File: src/rtl/array_op_sequencer_if.sv
// Command handshake and buffer/array strobe bundle between the instruction
// controller, the array op sequencer and the buffer/array datapath.
interface array_op_sequencer_if #(
    parameter int unsigned ARRAY_N = 4,
    parameter int unsigned ADDR_W  = 6
) ();
    localparam int unsigned ROW_W = (ARRAY_N > 1) ? $clog2(ARRAY_N) : 1;

    logic              cmd_valid;
    logic [1:0]        cmd_op;
    logic [ADDR_W-1:0] cmd_addr;
    logic              cmd_ready;
    logic              halt;
    logic              mem_en;
    logic              mem_we;
    logic [ADDR_W-1:0] mem_addr;
    logic              wgt_load;
    logic              in_load;
    logic [ROW_W-1:0]  row_idx;
    logic              array_en;
    logic              res_pop;
    logic              busy;
    logic              done;

    modport master (
        output cmd_valid, cmd_op, cmd_addr, halt,
        input  cmd_ready, mem_en, mem_we, mem_addr, wgt_load, in_load, row_idx,
               array_en, res_pop, busy, done
    );

    modport slave (
        input  cmd_valid, cmd_op, cmd_addr, halt,
        output cmd_ready, mem_en, mem_we, mem_addr, wgt_load, in_load, row_idx,
               array_en, res_pop, busy, done
    );
endinterface

File: src/rtl/array_op_sequencer.sv
// Turns one decoded TPU command into a timed burst of unified-buffer accesses
// and systolic-array strobes, with a ready/valid command port and a done pulse.
module array_op_sequencer #(
    parameter int unsigned ARRAY_N        = 4,
    parameter int unsigned ADDR_W         = 6,
    parameter int unsigned COMPUTE_CYCLES = 3 * ARRAY_N - 2
) (
    input logic                 clk,
    input logic                 reset,
    array_op_sequencer_if.slave bus
);
    localparam int unsigned ROW_W     = (ARRAY_N > 1) ? $clog2(ARRAY_N) : 1;
    localparam int unsigned MAX_BEATS = (COMPUTE_CYCLES > ARRAY_N) ? COMPUTE_CYCLES : ARRAY_N;
    localparam int unsigned BEAT_W    = $clog2(MAX_BEATS + 1);
    localparam logic [BEAT_W-1:0] LAST_ROW = BEAT_W'(ARRAY_N - 1);
    localparam logic [BEAT_W-1:0] LAST_RUN = BEAT_W'(COMPUTE_CYCLES - 1);

    typedef enum logic [2:0] {
        StIdle,
        StRdWgt,
        StRdIn,
        StRun,
        StWrOut,
        StFinish
    } state_e;

    state_e            state_q, state_d;
    logic [BEAT_W-1:0] beat_q, beat_d;
    logic [ADDR_W-1:0] base_q, base_d;
    logic              rd_pending_q, rd_pending_d;
    logic              rd_wgt_q, rd_wgt_d;
    logic [ROW_W-1:0]  rd_row_q, rd_row_d;

    logic accept;
    logic reading;
    logic bursting;

    // halt outranks a new command even in IDLE
    assign accept   = (state_q == StIdle) && bus.cmd_valid && !bus.halt;
    assign reading  = (state_q == StRdWgt) || (state_q == StRdIn);
    assign bursting = reading || (state_q == StWrOut);

    always_comb begin
        state_d      = state_q;
        beat_d       = beat_q;
        base_d       = base_q;
        // Read data returns one cycle after the access; a halt kills the
        // strobe for the access issued in the halting cycle.
        rd_pending_d = reading && !bus.halt;
        rd_wgt_d     = (state_q == StRdWgt);
        rd_row_d     = beat_q[ROW_W-1:0];

        if (accept) begin
            base_d = bus.cmd_addr;
            beat_d = '0;
            unique case (bus.cmd_op)
                2'd0: state_d = StRdWgt;
                2'd1: state_d = StRdIn;
                2'd2: state_d = StRun;
                2'd3: state_d = StWrOut;
                default: state_d = StIdle;
            endcase
        end else if (state_q != StIdle && bus.halt) begin
            state_d = StIdle;
            beat_d  = '0;
        end else begin
            unique case (state_q)
                StRdWgt, StRdIn, StWrOut: begin
                    if (beat_q == LAST_ROW) begin
                        state_d = StFinish;
                        beat_d  = '0;
                    end else begin
                        beat_d = beat_q + 1'b1;
                    end
                end
                StRun: begin
                    if (beat_q == LAST_RUN) begin
                        state_d = StFinish;
                        beat_d  = '0;
                    end else begin
                        beat_d = beat_q + 1'b1;
                    end
                end
                StFinish: state_d = StIdle;
                default: state_d = state_q;
            endcase
        end
    end

    always_ff @(posedge clk or negedge reset) begin
        if (!reset) begin
            state_q      <= StIdle;
            beat_q       <= '0;
            base_q       <= '0;
            rd_pending_q <= 1'b0;
            rd_wgt_q     <= 1'b0;
            rd_row_q     <= '0;
        end else begin
            state_q      <= state_d;
            beat_q       <= beat_d;
            base_q       <= base_d;
            rd_pending_q <= rd_pending_d;
            rd_wgt_q     <= rd_wgt_d;
            rd_row_q     <= rd_row_d;
        end
    end

    always_comb begin
        bus.cmd_ready = (state_q == StIdle);
        bus.busy      = (state_q != StIdle);
        bus.mem_en    = bursting;
        bus.mem_we    = (state_q == StWrOut);
        bus.res_pop   = (state_q == StWrOut);
        bus.mem_addr  = bursting ? base_q + ADDR_W'(beat_q) : '0;
        bus.wgt_load  = rd_pending_q && rd_wgt_q;
        bus.in_load   = rd_pending_q && !rd_wgt_q;
        bus.row_idx   = '0;
        if (rd_pending_q) begin
            bus.row_idx = rd_row_q;
        end else if (state_q == StWrOut) begin
            bus.row_idx = beat_q[ROW_W-1:0];
        end
        bus.array_en  = (state_q == StRun);
        bus.done      = (state_q == StFinish);
    end
endmodule
File: src/flat_wrapper.sv
// flat-port wrapper written by rule: the top's interface ports become plain ports
module array_op_sequencer_flat 
#(
    parameter int unsigned ARRAY_N        = 4,
    parameter int unsigned ADDR_W         = 6,
    parameter int unsigned COMPUTE_CYCLES = 3 * ARRAY_N - 2
)
  (clk, reset, bus_cmd_valid, bus_cmd_op, bus_cmd_addr, bus_halt, bus_cmd_ready, bus_mem_en, bus_mem_we, bus_mem_addr, bus_wgt_load, bus_in_load, bus_row_idx, bus_array_en, bus_res_pop, bus_busy, bus_done);
  array_op_sequencer_if #(.ARRAY_N(ARRAY_N), .ADDR_W(ADDR_W)) bus_i ();
  input logic clk;
  input logic reset;
  input wire logic [$bits(bus_i.cmd_valid)-1:0] bus_cmd_valid;
  input wire logic [$bits(bus_i.cmd_op)-1:0] bus_cmd_op;
  input wire logic [$bits(bus_i.cmd_addr)-1:0] bus_cmd_addr;
  input wire logic [$bits(bus_i.halt)-1:0] bus_halt;
  output wire logic [$bits(bus_i.cmd_ready)-1:0] bus_cmd_ready;
  output wire logic [$bits(bus_i.mem_en)-1:0] bus_mem_en;
  output wire logic [$bits(bus_i.mem_we)-1:0] bus_mem_we;
  output wire logic [$bits(bus_i.mem_addr)-1:0] bus_mem_addr;
  output wire logic [$bits(bus_i.wgt_load)-1:0] bus_wgt_load;
  output wire logic [$bits(bus_i.in_load)-1:0] bus_in_load;
  output wire logic [$bits(bus_i.row_idx)-1:0] bus_row_idx;
  output wire logic [$bits(bus_i.array_en)-1:0] bus_array_en;
  output wire logic [$bits(bus_i.res_pop)-1:0] bus_res_pop;
  output wire logic [$bits(bus_i.busy)-1:0] bus_busy;
  output wire logic [$bits(bus_i.done)-1:0] bus_done;
  assign bus_i.cmd_valid = bus_cmd_valid;
  assign bus_i.cmd_op = bus_cmd_op;
  assign bus_i.cmd_addr = bus_cmd_addr;
  assign bus_i.halt = bus_halt;
  assign bus_cmd_ready = bus_i.cmd_ready;
  assign bus_mem_en = bus_i.mem_en;
  assign bus_mem_we = bus_i.mem_we;
  assign bus_mem_addr = bus_i.mem_addr;
  assign bus_wgt_load = bus_i.wgt_load;
  assign bus_in_load = bus_i.in_load;
  assign bus_row_idx = bus_i.row_idx;
  assign bus_array_en = bus_i.array_en;
  assign bus_res_pop = bus_i.res_pop;
  assign bus_busy = bus_i.busy;
  assign bus_done = bus_i.done;
  array_op_sequencer #(.ARRAY_N(ARRAY_N), .ADDR_W(ADDR_W), .COMPUTE_CYCLES(COMPUTE_CYCLES)) u_core (.clk(clk), .reset(reset), .bus(bus_i));
endmodule
File: config.mk
export PLATFORM = sky130hd
export DESIGN_NAME = array_op_sequencer_flat
export DESIGN_NICKNAME = d
export VERILOG_FILES = /design/src/rtl/array_op_sequencer_if.sv /design/src/rtl/array_op_sequencer.sv /design/src/flat_wrapper.sv
export SDC_FILE = /design/constraint.sdc
export NUM_CORES = 1
export LEC_CHECK = 0
export CORE_ASPECT_RATIO = 0.6
export CORE_UTILIZATION = 44
export CTS_CLUSTER_SIZE = 16
export DETAILED_ROUTE_END_ITERATION = 10
export HOLD_SLACK_MARGIN = 0.08
export PLACE_DENSITY = 0.72
export SYNTH_ARGS = -nofsm -noshare
export SYNTH_HDL_FRONTEND = slang
export SYNTH_SLANG_ARGS = --single-unit
File: constraint.sdc
create_clock -name clk -period 1.8 [get_ports clk]
set_input_delay 0.36 -clock clk [delete_from_list [all_inputs] [get_ports clk]]
set_output_delay 0.36 -clock clk [all_outputs]
set_load 0.1 [all_outputs]
Yosys cells after proc, flatten, opt, wreduce, memory -nomap -nowiden. Cells that the tools add are included.

Flip-flop bits (word level): 17. Logic and storage cells: 51. Input bits: 12. Output and inout port bits: 17.

Reductions and logical operators: 17. Eq/ne operators: 12. Add/sub/neg operators: 2. Muxes and demuxes: 14.

Operator list (number): $mux 4 (4); $mux 3 (4); $pmux 3 s4 (1); $pmux 3 s3 (1); $ne 4x1->1 const B (2); $pmux 4 s2 (1); $add 6x4->6 (1); $eq 3x2->1 const B (2); $eq 3x3->1 const B (2); $logic_and 1x1->1 (6); $mux 6 (1); $reduce_bool 5->1 (1); $add 4x1->4 const B (1); $eq 2x2->1 const B (2); $eq 4x2->1 const B (1); $eq 4x4->1 const B (1); $mux 2 (2); $reduce_bool 4->1 (1); $eq 3x1->1 const B (1); $logic_not 3->1 (1); $reduce_and 3->1 (1); $reduce_bool 3->1 (1); $reduce_or 3->1 (1); $eq 2x1->1 const B (1); other kinds (3) (5).

Logic depth before layout (Yosys ltp).
Depth in word-level cells: 5. Depth in mapped cells: 6. Depth with buffers taken out: 6.

Worst setup path after synthesis. Ideal clock, no wire load.

Path type: register to output. From: register u_core.state_q[0]. To: output port bus_row_idx[0]. Setup slack: -2273 ps. Buffers on the path: 0. Arrival: 3713 ps. Required time: 1440 ps. Stages on the path, launching flop included: 5. Cells stage by stage: dfrtp_1 -> nor2_1 -> and2_1 -> nand2_1 -> o21ai_0.

Word-level cells in the longest chain between the ends: 3.

Ends and longest elaborated chain: from (decl) (line array_op_sequencer.sv:27) `state_e state_q, state_d;`; from (signal assigned) (line array_op_sequencer.sv:92) `state_q <= StIdle;`; from (signal assigned) (line array_op_sequencer.sv:99) `state_q <= state_d;`; $eq 3x3->1; net bus_mem_we (line flat_wrapper.sv:18) `output wire logic [$bits(bus_i.mem_we)-1:0] bus_mem_we;`; $mux 2 (line array_op_sequencer.sv:120) `end else if (state_q == StWrOut) begin`; $mux 2 (line array_op_sequencer.sv:118) `if (rd_pending_q) begin`; to (decl) (line flat_wrapper.sv:22) `output wire logic [$bits(bus_i.row_idx)-1:0] bus_row_idx;`.

The timed path passes the listed nets, and every way through them passes these cells.

Worst setup path after layout.
From: register u_core.base_q[0]. To: output port bus_mem_addr[4].

Word-level cells in the longest chain between the ends: 2.

Ends and longest elaborated chain: from (decl) (line array_op_sequencer.sv:29) `logic [ADDR_W-1:0] base_q, base_d;`; from (signal assigned) (line array_op_sequencer.sv:101) `base_q <= base_d;`; $add 6x4->6 (line array_op_sequencer.sv:114) `bus.mem_addr = bursting ? base_q + ADDR_W'(beat_q) : '0;`; $mux 6 (line array_op_sequencer.sv:114); to (decl) (line flat_wrapper.sv:19) `output wire logic [$bits(bus_i.mem_addr)-1:0] bus_mem_addr;`.

Every way passes these cells.

==> flow_metrics.py <==
metrics = {
    "status": {
        "outcome": "finished, violations left",
        "violations": "setup timing",
    },
    "yosys": {
        "synth_seq_cells": 17,
        "synth_cell_types": 41,
        "synth_sequential_area_ratio_pct": 36.17,
        "synth_area_per_cell_um2": 9.562,
        "synth_cells": 123,
        "synthesis.area_mm2": 0.001176,
        "syn-num-nets": 145,
        "yosys_warnings": 0,
    },
    "critical_path": {
        "startpoint_type": "flop",
        "timing.critical_path.required_ns": 1.44,
        "reg2reg_slack_ns": -0.16,
        "end_kind": "primary output",
        "crit_fanout": 2,
        "worst_ep_arrival_time_ns": 2.00,
        "critPathKind": "flop to primary output",
        "rr_startpoint": "u_core.beat_q[1]",
        "worst-r2r-cell-count": 6,
        "worst_r2r_endpoint": "u_core.beat_q[2]",
    },
    "flow_run": {
        "max_cap_viol_count": 0,
    },
    "place": {
        "buffer_ports.inserted": 28,
        "detailedPlace.worstSlack_ns": -0.2757,
        "dpl.hpwl_mm": 2.620,
        "routabilityCongestion": 0.8263,
        "placedCellCount": 203,
        "dpl_cell_area_mm2": 0.001998,
    },
    "clocking": {
        "clock_latency_ns": 0.26,
        "tritoncts.num_buffers": 3,
        "cts_num_sinks": 17,
        "path_clk_slew_ns": 0.06,
        "cts.htree.levels": 1,
        "clockBufferDepth": 2,
        "cts_tree": "built",
        "clockRootBuffer": "sky130_fd_sc_hd__clkbuf_8",
    },
    "floorplanning": {
        "io-pin-count": 29,
        "std_cell_rows": 14,
        "chipHeight_um": 42.05,
        "chipWidth_um": 68.75,
        "core_area_mm2": 0.002522,
        "floorplan.die_area_mm2": 0.002891,
        "initial_core_util_pct": 46.63,
    },
    "drt": {
        "first_pass_iters": 6,
        "detail_route.wirelength_mm": 4.883,
        "via_count": 1375,
        "drc": 0,
        "drt-wirelength-per-cell_um": 21.80,
        "routed_via_density": 6.138,
        "ant_nets": 0,
        "drt_iter0_markers": 103,
    },
    "global_route": {
        "all_layer_gr_usage_pct": 33.07,
        "via_count_of_the_first_global_routing_pass": 1366,
        "grt_antenna_before_repair": 0,
        "gr-usage-met1_pct": 40.98,
        "grt-busiest-layer": "met2",
        "wire_length_of_the_first_global_routing_pass_mm": 6.762,
        "grt_max_degree": 18,
        "use_met3_pct": 10.87,
        "use_met2_pct": 52.55,
        "leftover_overflow_at_the_end_of_global_routing": 0,
    },
    "final_layout": {
        "insertedDiodeCount": 0,
        "syn_to_final_growth_pct": 96.70,
        "num-fill-cells": 85,
        "share_of_post_route_cells_with_drive_strength_above_1_pct": 59.38,
        "layout_commonest_cell": "sky130_fd_sc_hd__buf_4",
        "layout.cells.non_filler": 224,
        "mostFrequentLayoutCells": "sky130_fd_sc_hd__buf_4 (31), sky130_fd_sc_hd__buf_12 (18), sky130_fd_sc_hd__dfrtp_1 (12)",
        "design_area_mm2": 0.002313,
        "design.final.nets": 215,
    },
    "timing": {
        "fin_worst_skew_ns": 0.002769,
        "max_slew.worst_pin.slew_ns": 0.3966,
        "finalMaxSlewViolations": 0,
        "period_needed_ns": 2.357,
        "worst_hold_slack_after_final_layout_ns": 0.4317,
        "grt_setup_unrepaired": "true",
        "max_freq_mhz": 424.3,
        "min_period_over_period_pct": 130.9,
        "fin_ws_ns": -0.5568,
        "slew-limit-headroom_pct": 73.50,
        "setup-violations-final": 18,
        "hold_viol": 0,
    },
    "min_path": {
        "worst_hold_path_type": "primary input to asynchronous set/reset pin",
    },
}
## final cells by class
class                           instances  area (µm²)  share of cell area (%)
Inverter                                9       40.04                   1.731
Clock buffer                            4       45.04                   1.947
Multi-Input combinational cell         93       952.2                   41.16
Timing Repair Buffer                   69       804.5                   34.78
Tap cell                               32       40.04                   1.731
Sequential cell                        17       431.7                   18.66
## worst max-delay path by stage
| stage | startpoint | slack, ns | cells past startpoint | end |
|---|---|---|---|---|
| finish | u_core.base_q[0] | -0.56 | 7 | bus_mem_addr[4] |
| floorplan | u_core.state_q[1] | -0.98 | 5 | u_core.beat_q[2] |
| CTS | u_core.beat_q[0] | -0.54 | 7 | bus_mem_addr[4] |
| global route | u_core.base_q[0] | -0.64 | 7 | bus_mem_addr[4] |
| detailed placement | u_core.beat_q[0] | -0.28 | 7 | bus_mem_addr[4] |
| global placement | u_core.beat_q[0] | -0.25 | 7 | bus_mem_addr[4] |
## flip-flops by register name, summed over array words and instances (netlist names)
name                 flops
u_core.base_q            6
u_core.rd_row_q          2
u_core.rd_wgt_q          1
u_core.beat_q            4
u_core.rd_pending_q      1
u_core.state_q           3
## synthesized netlist by cell type
cell type / number / area, µm²
sky130_fd_sc_hd__o22a_2: 1 / 10.01
sky130_fd_sc_hd__buf_4: 1 / 7.510
sky130_fd_sc_hd__a21oi_1: 7 / 35.03
sky130_fd_sc_hd__a211oi_1: 2 / 15.01
sky130_fd_sc_hd__a41o_1: 1 / 10.01
sky130_fd_sc_hd__or3b_1: 1 / 8.760
sky130_fd_sc_hd__inv_1: 9 / 33.78
sky130_fd_sc_hd__o21ai_0: 3 / 15.01
sky130_fd_sc_hd__nand2b_1: 1 / 6.260
sky130_fd_sc_hd__o31ai_1: 1 / 7.510
sky130_fd_sc_hd__nand3_1: 3 / 15.01
sky130_fd_sc_hd__buf_2: 1 / 5.000
sky130_fd_sc_hd__nor3b_1: 2 / 15.01
sky130_fd_sc_hd__or3b_2: 1 / 8.760
sky130_fd_sc_hd__and2_1: 4 / 25.02
sky130_fd_sc_hd__ha_1: 9 / 112.6
sky130_fd_sc_hd__dfrtp_1: 17 / 425.4
sky130_fd_sc_hd__mux2_2: 6 / 67.56
sky130_fd_sc_hd__and3_1: 2 / 12.51
sky130_fd_sc_hd__a21o_1: 2 / 15.01
sky130_fd_sc_hd__a31o_2: 2 / 17.52
sky130_fd_sc_hd__nor3_2: 1 / 10.01
sky130_fd_sc_hd__a32o_1: 1 / 10.01
sky130_fd_sc_hd__nand4_1: 1 / 6.260
sky130_fd_sc_hd__xnor2_1: 4 / 35.03
sky130_fd_sc_hd__a21boi_0: 1 / 7.510
sky130_fd_sc_hd__xor2_1: 1 / 8.760
sky130_fd_sc_hd__nor2b_1: 5 / 31.28
sky130_fd_sc_hd__nand2_1: 11 / 41.29
sky130_fd_sc_hd__fa_1: 1 / 20.02
sky130_fd_sc_hd__a22oi_2: 1 / 12.51
sky130_fd_sc_hd__o2bb2ai_1: 1 / 8.760
sky130_fd_sc_hd__o211a_1: 1 / 10.01
sky130_fd_sc_hd__a211oi_2: 1 / 12.51
sky130_fd_sc_hd__buf_6: 1 / 11.26
sky130_fd_sc_hd__nor3_1: 5 / 25.02
sky130_fd_sc_hd__buf_1: 1 / 3.750
sky130_fd_sc_hd__o311a_1: 1 / 10.01
sky130_fd_sc_hd__a22o_1: 1 / 8.760
sky130_fd_sc_hd__nor2_1: 7 / 26.28
sky130_fd_sc_hd__o32ai_1: 1 / 8.760
## routing by layer
| layer | share of wire, % | wire [µm] | vias up |
|---|---|---|---|
| met2 | 47 | 2292 | 123 |
| met3 | 11 | 527 | 35 |
| met4 | 5.8 | 282 | 0 |
| met5 | 0 | 0 | - |
| met1 | 36 | 1782 | 639 |
| li1 | - | - | 578 |
## cells by family (layout without fill, tap and decap cells)
family / count (synthesis) / after routing / share of synthesized area, %
simple gates: 44 / 44 / 19.68
compound gates: 28 / 28 / 18.19
flops: 17 / 17 / 36.17
buf+inv: 13 / 82 / 5.212
fa+ha+maj: 10 / 10 / 11.28
mux: 6 / 6 / 5.744
xor+xnor: 5 / 5 / 3.723
## worst max-delay path: stages (launching register included)
cell and delay (ns):
sky130_fd_sc_hd__dfrtp_1 0.42, sky130_fd_sc_hd__ha_4 0.18, sky130_fd_sc_hd__fa_2 0.35, sky130_fd_sc_hd__a21o_1 0.18, sky130_fd_sc_hd__a21oi_2 0.13, sky130_fd_sc_hd__xor2_1 0.24, sky130_fd_sc_hd__nor2_4 0.06, sky130_fd_sc_hd__buf_12 0.16
## per-stage QoR
stage          utilization, %  TNS (ns)
5_1_grt                 91.72    -4.466
3_3_place_gp            79.22   -0.7879
4_1_cts                 88.34    -2.485
3_5_place_dp            79.22    -1.108
6_report                91.72    -3.864
2_1_floorplan               -    -6.371
## timing repair
action	CTS	global route
hold buffers	0	0
pin swaps	13	8
gates resized for setup	25	10
setup endpoints to repair	17	20
setup buffers	11	7
cloned	0	0
Power is left out: the tool's default activity adds up to more than one toggle a clock period on the data nets, which glitch-free logic cannot reach.
